`src/rtl/sar_sequencer.sv`:
```
// Purpose : SAR conversion controller that sequences sampling, one bit trial per cycle and result hand-off.
// Latency : start edge to data_valid high is SAMPLE_CYCLES+N_bits cycles; one result per SAMPLE_CYCLES+N_bits+1 cycles when streaming.
// Backpr. : a finished result waits in DONE with data_out stable until data_ready; start is ignored until then.
//
// Ports:
//   clk                 conversion clock, rising edge active
//   rst                 asynchronous active-low reset
//   start               conversion request, sampled in IDLE or on the DONE transfer edge
//   comparator_out      1 = Vin >= Vdac for the current trial, sampled at the end of each trial
//   data_ready          back end accepts data_out while data_valid is high
//   sample              sample switch control, high during SAMPLE
//   shift_register_out  one-hot phase pointer: bit N_bits = sample phase, bit k = trial of bit k
//   dac_code            trial code driven to the CDAC
//   data_out            last completed conversion result
//   data_valid          data_out holds an unconsumed result
//   busy                high in SAMPLE, CONVERT and DONE
module sar_sequencer #(
  parameter int N_bits        = 4,
  parameter int SAMPLE_CYCLES = 2
) (
  input  logic              clk,
  input  logic              rst,
  input  logic              start,
  input  logic              comparator_out,
  input  logic              data_ready,
  output logic              sample,
  output logic [N_bits:0]   shift_register_out,
  output logic [N_bits-1:0] dac_code,
  output logic [N_bits-1:0] data_out,
  output logic              data_valid,
  output logic              busy
);

  localparam int K_W = (N_bits > 1) ? $clog2(N_bits) : 1;
  localparam int C_W = (SAMPLE_CYCLES > 1) ? $clog2(SAMPLE_CYCLES) : 1;

  typedef enum logic [1:0] {
    IDLE    = 2'd0,
    SAMPLE  = 2'd1,
    CONVERT = 2'd2,
    DONE    = 2'd3
  } state_t;

  // Control state
  state_t            state, state_nxt;
  logic [C_W-1:0]    cnt, cnt_nxt;
  logic [K_W-1:0]    k_idx, k_nxt;
  logic [N_bits-1:0] result, result_nxt;

  // Next values of the registered outputs
  logic              sample_nxt;
  logic [N_bits:0]   sro_nxt;
  logic [N_bits-1:0] dac_nxt;
  logic [N_bits-1:0] data_out_nxt;
  logic              data_valid_nxt;
  logic              busy_nxt;
  logic [N_bits-1:0] trial_bit;

  // State register and output registers
  always_ff @(posedge clk or negedge rst) begin
    if (!rst) begin
      state              <= IDLE;
      cnt                <= '0;
      k_idx              <= '0;
      result             <= '0;
      sample             <= 1'b0;
      shift_register_out <= '0;
      dac_code           <= '0;
      data_out           <= '0;
      data_valid         <= 1'b0;
      busy               <= 1'b0;
    end else begin
      state              <= state_nxt;
      cnt                <= cnt_nxt;
      k_idx              <= k_nxt;
      result             <= result_nxt;
      sample             <= sample_nxt;
      shift_register_out <= sro_nxt;
      dac_code           <= dac_nxt;
      data_out           <= data_out_nxt;
      data_valid         <= data_valid_nxt;
      busy               <= busy_nxt;
    end
  end

  // Next-state logic
  always_comb begin
    state_nxt      = state;
    cnt_nxt        = cnt;
    k_nxt          = k_idx;
    result_nxt     = result;
    data_out_nxt   = data_out;
    data_valid_nxt = data_valid;

    case (state)
      IDLE: begin
        if (start) begin
          state_nxt = SAMPLE;
          cnt_nxt   = '0;
        end
      end

      SAMPLE: begin
        if (cnt == C_W'(SAMPLE_CYCLES - 1)) begin
          state_nxt  = CONVERT;
          k_nxt      = K_W'(N_bits - 1);
          result_nxt = '0;
        end else begin
          cnt_nxt = cnt + C_W'(1);
        end
      end

      CONVERT: begin
        // The comparator decision for the trial just closing fixes bit k.
        result_nxt[k_idx] = comparator_out;
        if (k_idx == '0) begin
          state_nxt      = DONE;
          data_out_nxt   = result_nxt;
          data_valid_nxt = 1'b1;
        end else begin
          k_nxt = k_idx - K_W'(1);
        end
      end

      DONE: begin
        if (data_valid && data_ready) begin
          data_valid_nxt = 1'b0;
          if (start) begin
            state_nxt = SAMPLE;
            cnt_nxt   = '0;
          end else begin
            state_nxt = IDLE;
          end
        end
      end

      default: begin
        state_nxt = IDLE;
      end
    endcase
  end

  // Output values for the cycle being entered, derived from next state only,
  // so every output leaves a flop and no input reaches an output directly.
  always_comb begin
    sample_nxt = 1'b0;
    sro_nxt    = '0;
    dac_nxt    = '0;
    busy_nxt   = 1'b0;
    trial_bit  = '0;
    trial_bit[k_nxt] = 1'b1;

    case (state_nxt)
      SAMPLE: begin
        sample_nxt      = 1'b1;
        sro_nxt[N_bits] = 1'b1;
        busy_nxt        = 1'b1;
      end

      CONVERT: begin
        sro_nxt  = {1'b0, trial_bit};
        // Bits at and below k are still zero in result, so OR-ing in the
        // trial bit yields "decided bits above k, 1 at k, zeros below".
        dac_nxt  = result_nxt | trial_bit;
        busy_nxt = 1'b1;
      end

      DONE: begin
        dac_nxt  = result_nxt;
        busy_nxt = 1'b1;
      end

      default: begin
        sample_nxt = 1'b0;
      end
    endcase
  end

endmodule

```
`config.mk`:
```
export PLATFORM = sky130hd
export DESIGN_NAME = sar_sequencer
export DESIGN_NICKNAME = d
export VERILOG_FILES = /design/src/rtl/sar_sequencer.sv
export SDC_FILE = /design/constraint.sdc
export NUM_CORES = 1
export LEC_CHECK = 0
export CORE_AREA = 2 2 42 72
export DETAILED_ROUTE_END_ITERATION = 16
export DIE_AREA = 0 0 44 74
export PLACE_DENSITY_LB_ADDON = 0.15
export SLEW_MARGIN = 20
export SYNTH_ARGS = -nofsm -noshare
export SYNTH_HDL_FRONTEND = slang
export SYNTH_SLANG_ARGS = --single-unit
```
`constraint.sdc`:
```
create_clock -name clk -period 1.92 [get_ports clk]
set_clock_uncertainty 0.2 [all_clocks]
set_input_delay 0.192 -clock clk [delete_from_list [all_inputs] [get_ports clk]]
set_output_delay 0.192 -clock clk [all_outputs]
set_load 0.02 [all_outputs]
```
# [Yosys cells after proc, flatten, opt, wreduce, memory -nomap -nowiden]
# Cells that the tools add are included.
[op_classes] bitwise_logic=1 n_lt_le_gt_ge=4 muxes=27 eq_ne=8 addsub=2 n_reduce_logical=11
[op_table] operator="$pmux W4 S2" count=2
[op_table] operator="$mux W2" count=6
[op_table] operator="$mux W1" count=10
[op_table] operator="$eq A2 B2 Y1 const B" count=4
[op_table] operator="$mux W4" count=2
[op_table] operator="$pmux W2 S4" count=1
[op_table] operator="$lt A2 B3 Y1 const B" count=2
[op_table] operator="$bwmux W4" count=1
[op_table] operator="$demux W1 S2" count=2
[op_table] operator="$eq A2 B1 Y1 const B" count=2
[op_table] operator="$ge A2 B1 Y1 const B" count=2
[op_table] operator="$logic_not A2 Y1" count=2
[op_table] operator="$ne A2 B2 Y1 const B" count=2
[op_table] operator="$or A4 B4 Y4" count=1
[op_table] operator="$pmux W2 S2" count=1
[op_table] operator="$reduce_and A2 Y1" count=2
[op_table] operator="$logic_and A1 B1 Y1" count=3
[op_table] operator="$pmux W1 S3" count=1
[op_table] operator="$reduce_and A3 Y1" count=1
[op_table] operator="$reduce_bool A3 Y1" count=1
[op_table] operator="$reduce_or A3 Y1" count=1
[op_table] operator="$pmux W1 S2" count=1
[op_table] operator="$reduce_bool A2 Y1" count=1
[op_table] operator="$sub A2 B1 Y2 const B" count=1
[op_table] operator="$add A1 B1 Y1 const B" count=1
[totals] out_inout_bits=16 inputBits=5 word_cells=63 reg_bits=25

# [Longest topological paths before layout]
[depth] word_depth=9 ltp_mapped=8 ltp_nobuf=8

# [Least setup slack after synthesis]
# No wires, ideal clock.
[synth_path] path_kind="reg-to-reg" from="register state[0]" to="register dac_code[0]" slack_ps=-12 t_required_ps=1646 synth_period_minus_slack_ps=1932 setup_time_ps=74 n_path_buf=0 arrival_time_ps=1658 path_stages_with_launch=7 cell_sequence="dfrtp_1 inv_1 ha_1 a21boi_0 o22ai_1 or2_2 o21ai_2"
[synth_via] elab_chain_cells=8 elab_cells_between_ends=20 cone_classes="order compare (2); eq/ne (5); mux (10); bitwise (1); reduce/logical (2)"
[synth_lines] element="start: declaration" line_no="45" text="state_t state, state_nxt;"
[synth_lines] element="start signal: assignment" line_no="73" text="state <= state_nxt;"
[synth_lines] element="$eq A2 B2 Y1 or $eq A2 B1 Y1 (tied branches)" line_no="95" text="case (state)"
[synth_lines] element="$pmux W2 S2 *" line_no="95"
[synth_lines] element="via k_nxt[1]" line_no="47" text="logic [K_W-1:0] k_idx, k_nxt;"
[synth_lines] element="$lt A2 B3 Y1 (implied by the code) or $ge A2 B1 Y1 (tied branches)" line_no="151" text="trial_bit[k_nxt] = 1'b1;"
[synth_lines] element="$logic_and A1 B1 Y1 (implied by the code)" line_no="151"
[synth_lines] element="$mux W1 (implied by the code)" line_no="151"
[synth_lines] element="$demux W1 S2 *" line_no="151"
[synth_lines] element="$or A4 B4 Y4 *" line_no="164" text="dac_nxt = result_nxt | trial_bit;"
[synth_lines] element="$pmux W4 S2 *" line_no="153" text="case (state_nxt)"
[synth_lines] element="via dac_nxt[0]" line_no="53" text="logic [N_bits-1:0] dac_nxt;"
[synth_lines] element="end signal: assignment" line_no="79" text="dac_code <= dac_nxt;"
[synth_lines] element="end: declaration" line_no="28" text="output logic [N_bits-1:0] dac_code,"
# The timed path passes the listed nets; every way through them passes the cells marked *.
# A chain may end at the register's enable or synchronous reset.

# [Worst setup path after layout]
[layout_path] from="register state[0]" to="register dac_code[2]"
[layout_via] elab_cells_between_ends=20 cone_classes="order compare (2); eq/ne (5); mux (10); bitwise (1); reduce/logical (2)"
[layout_lines] element="$eq A2 B2 Y1, or another cell as far along" line_no="95"
[layout_lines] element="$pmux W2 S4 *" line_no="95"
[layout_lines] element="via state_nxt[0]" line_no="45"
[layout_lines] element="$eq A2 B2 Y1" line_no="153"
[layout_lines] element="$pmux W4 S2 *" line_no="153"
[layout_lines] element="via dac_nxt[2]" line_no="53"
# Marks and branches as above.

==> results.json <==
{
  "status": "finished with violations",
  "violations": "negative setup slack",
  "nNetsFinal": 159,
  "drt_iter0_markers": 8,
  "combPwrFrac_pct": 61.9,
  "grt_usage_pct": 19.3,
  "fmax_mhz": 510,
  "hold_class": "in -> async",
  "cell_internal_pwr_mw": 2.02,
  "drt_first_pass_iters": 4,
  "cts_sinks": 24,
  "slew_viol_final": 0,
  "postSynthCellCount": 103,
  "io_buffers": 20,
  "stdcell_count": 175,
  "syn_area_um2": 1170,
  "detail_route.wl_per_cell_um": 15.1,
  "crit_type": "reg -> reg",
  "clkTransAtPathRegs_ns": 0.08,
  "die_w_um": 44,
  "clk_path_buf_depth": 2,
  "fin_hold_ws_ns": 0.0784,
  "yosys.cell_types.count": 39,
  "fp.dieH_um": 74,
  "initial_core_util_pct": 43.5,
  "ys_seq_elements": 24,
  "seqPwrFrac_pct": 24.8,
  "numPlacedInstances": 164,
  "tritoncts": "built",
  "antenna_found_initial": 0,
  "rr_worst_depth": 7,
  "root_buffer": "clkbuf_8",
  "syn_area_per_cell_um2": 11.4,
  "r2r_end": "dac_code[2]$_DFF_PN0_",
  "synth_compound_area_share_pct": 20.5,
  "synth_top_family_by_area": "compound AO/OA/AOI/OAI gates",
  "place_hpwl_um": 1910,
  "period_needed_ns": 1.96,
  "cp-start-kind": "flip-flop",
  "synth_fa_ha_area_share_pct": 5.35,
  "slew_headroom_pct": 78.0,
  "dpl_cell_area_um2": 1520,
  "register_area_um2": 603,
  "synth_mux_area_share_pct": 5.56,
  "synth_edf_count": 0,
  "async_flop_share_pct": 100,
  "io_pins": 21,
  "grt_first_pass_wirelength_um": 4460,
  "synthSimpleGateAreaFrac_pct": 12.9,
  "ys.flop_type": "dfrtp_1",
  "rsz0062_at_grt": "true",
  "drcViolationCount": 0,
  "layout_common_cells": "buf_4 (24), dfrtp_1 (22), clkdlybuf4s50_1 (20), nand2_1 (10), nor2_1 (7)",
  "fillCellCount": 208,
  "die-area_um2": 3260,
  "routabilityCongestion": 0.862,
  "vias_per_cell": 5.35,
  "hold_violations": 0,
  "antennaDiodeCount": 0,
  "row_count": 25,
  "insertion_delay_ns": 0.27,
  "worstPathArrival_ns": 1.98,
  "synthXorXnorAreaFrac_pct": 0,
  "peakVddDrop_uv": 1110,
  "ant_nets": 0,
  "syn2layout_area_growth_pct": 49.8,
  "net-switching-power_mw": 1.31,
  "worst_slack_ns": -0.0410,
  "setup_tns_ns": -0.0908,
  "first_global_vias": 953,
  "multi_input_area_um2": 622,
  "switching_share_pct": 39.4,
  "hold_buffers": 0,
  "drt_wl_total_um": 2650,
  "period_share_pct": 102,
  "power_density_nw_per_um2": 1900,
  "clkPwrFrac_pct": 13.3,
  "r2r_slack_ns": -0.04,
  "tightest_slew_ns": 0.327,
  "max-cap-violations": 0,
  "synthesis.nets": 113,
  "numCtsBuffers": 3,
  "yosys_warnings": 0,
  "grt_start_max_net_pins": 25,
  "cp-end-kind": "flip-flop",
  "final_common_cell": "buf_4",
  "r2r-start": "state[0]$_DFF_PN0_",
  "core_region_area_um2": 2690,
  "leakage_nw": 0.791,
  "finalSetupViolations": 5,
  "drive_gt1_share_pct": 40.5,
  "h-tree-depth": 1,
  "vias": 936,
  "crit_fanout": 4,
  "final_area_um2": 1750,
  "overflow": 0,
  "yosysSeqAreaShare_pct": 51.3,
  "crit_required_ns": 1.94
}
[metrics by stage]
stage	utilization [%]	setup WS (ns)	power [mW]
floorplan	-	0.00160	1.80
finish	65.2	-0.0410	3.33
global placement	56.4	-0.254	2.47
CTS	64.8	-0.0641	3.31
detailed placement	56.4	-0.280	2.49
global route	65.2	-0.128	3.57
[worst max path at each step]
stage,end,cells after the start,startpoint
after floorplan,dac_code[1]$_DFF_PN0_,7,state[0]$_DFF_PN0_
after global placement,dac_code[3]$_DFF_PN0_,7,state[0]$_DFF_PN0_
after detailed placement,dac_code[3]$_DFF_PN0_,7,state[0]$_DFF_PN0_
after CTS,dac_code[2]$_DFF_PN0_,6,state[0]$_DFF_PN0_
after global routing,dac_code[2]$_DFF_PN0_,7,state[0]$_DFF_PN0_
final,dac_code[2]$_DFF_PN0_,7,state[0]$_DFF_PN0_
[timing repair]
action,4_1_cts,5_1_grt
buffers inserted,6,1
endpoints found under the setup margin,11,11
gates resized for setup,22,3
hold endpoints to repair,0,0
pin swaps,4,0
cloned,0,0
[critical path, stage by stage (launching register included)]
cell      delay [ns]
dfrtp_2         0.45
ha_2            0.21
a21boi_4        0.15
o32ai_2         0.28
a22o_4          0.20
inv_4           0.04
nor4b_4         0.27
a21o_1          0.11
[registers in the layout (all words and copies together) (netlist names)]
register,flops
busy,1
result,4
dac_code,4
data_valid,1
shift_register_out,4
sample,1
state,2
k_idx,2
data_out,4
cnt,1
[layer usage]
layer  up-vias  share of wire [%]  global-route usage [%]
met1       465                 37                    20.9
met3         5                2.1                    2.91
met2        14                 59                    35.1
met5         -                  0                       0
li1        452                  -                       -
met4         0                2.2                    10.1
[Yosys cell counts (2+ instances only)]
library cell  instances  area share [%]
dfrtp_1              24              51
nand2_1              11             3.5
nor2_1                7             2.2
o21ai_0               7             3.0
ha_1                  5             5.3
inv_1                 5             1.6
mux2_2                4             3.8
a21oi_1               3             1.3
a21o_1                2             1.3
a22o_1                2             1.5
buf_2                 2            0.86
mux2i_1               2             1.7
o21ai_2               2             1.5
o2bb2ai_1             2             1.5
[final cells by class]
cell class / instances / share of cell area (%)
tap: 27 / 1.93
clock inverter: 1 / 1.71
multi-input combinational: 68 / 35.5
inverter: 7 / 1.78
timing repair buffer: 45 / 22.3
sequential: 24 / 34.4
clock buffer: 3 / 2.36
[kinds of logic (layout without fill, tap and decap cells)]
group           after synthesis  in the layout
compound gates               30             30
fa+ha+maj                     5              5
buf+inv                      11             56
flops                        24             24
mux                           6              6
simple gates                 27             27
[power by group through the flow]
stage / registers, mW / logic (mW) / clock network [mW]
3_5_place_dp: 0.815 / 1.68 / 0
6_report: 0.826 / 2.06 / 0.443
4_1_cts: 0.820 / 2.04 / 0.450
2_1_floorplan: 0.893 / 0.911 / 0
5_1_grt: 0.846 / 2.25 / 0.473
3_3_place_gp: 0.812 / 1.65 / 0
Power figures use the tool's default switching activity.
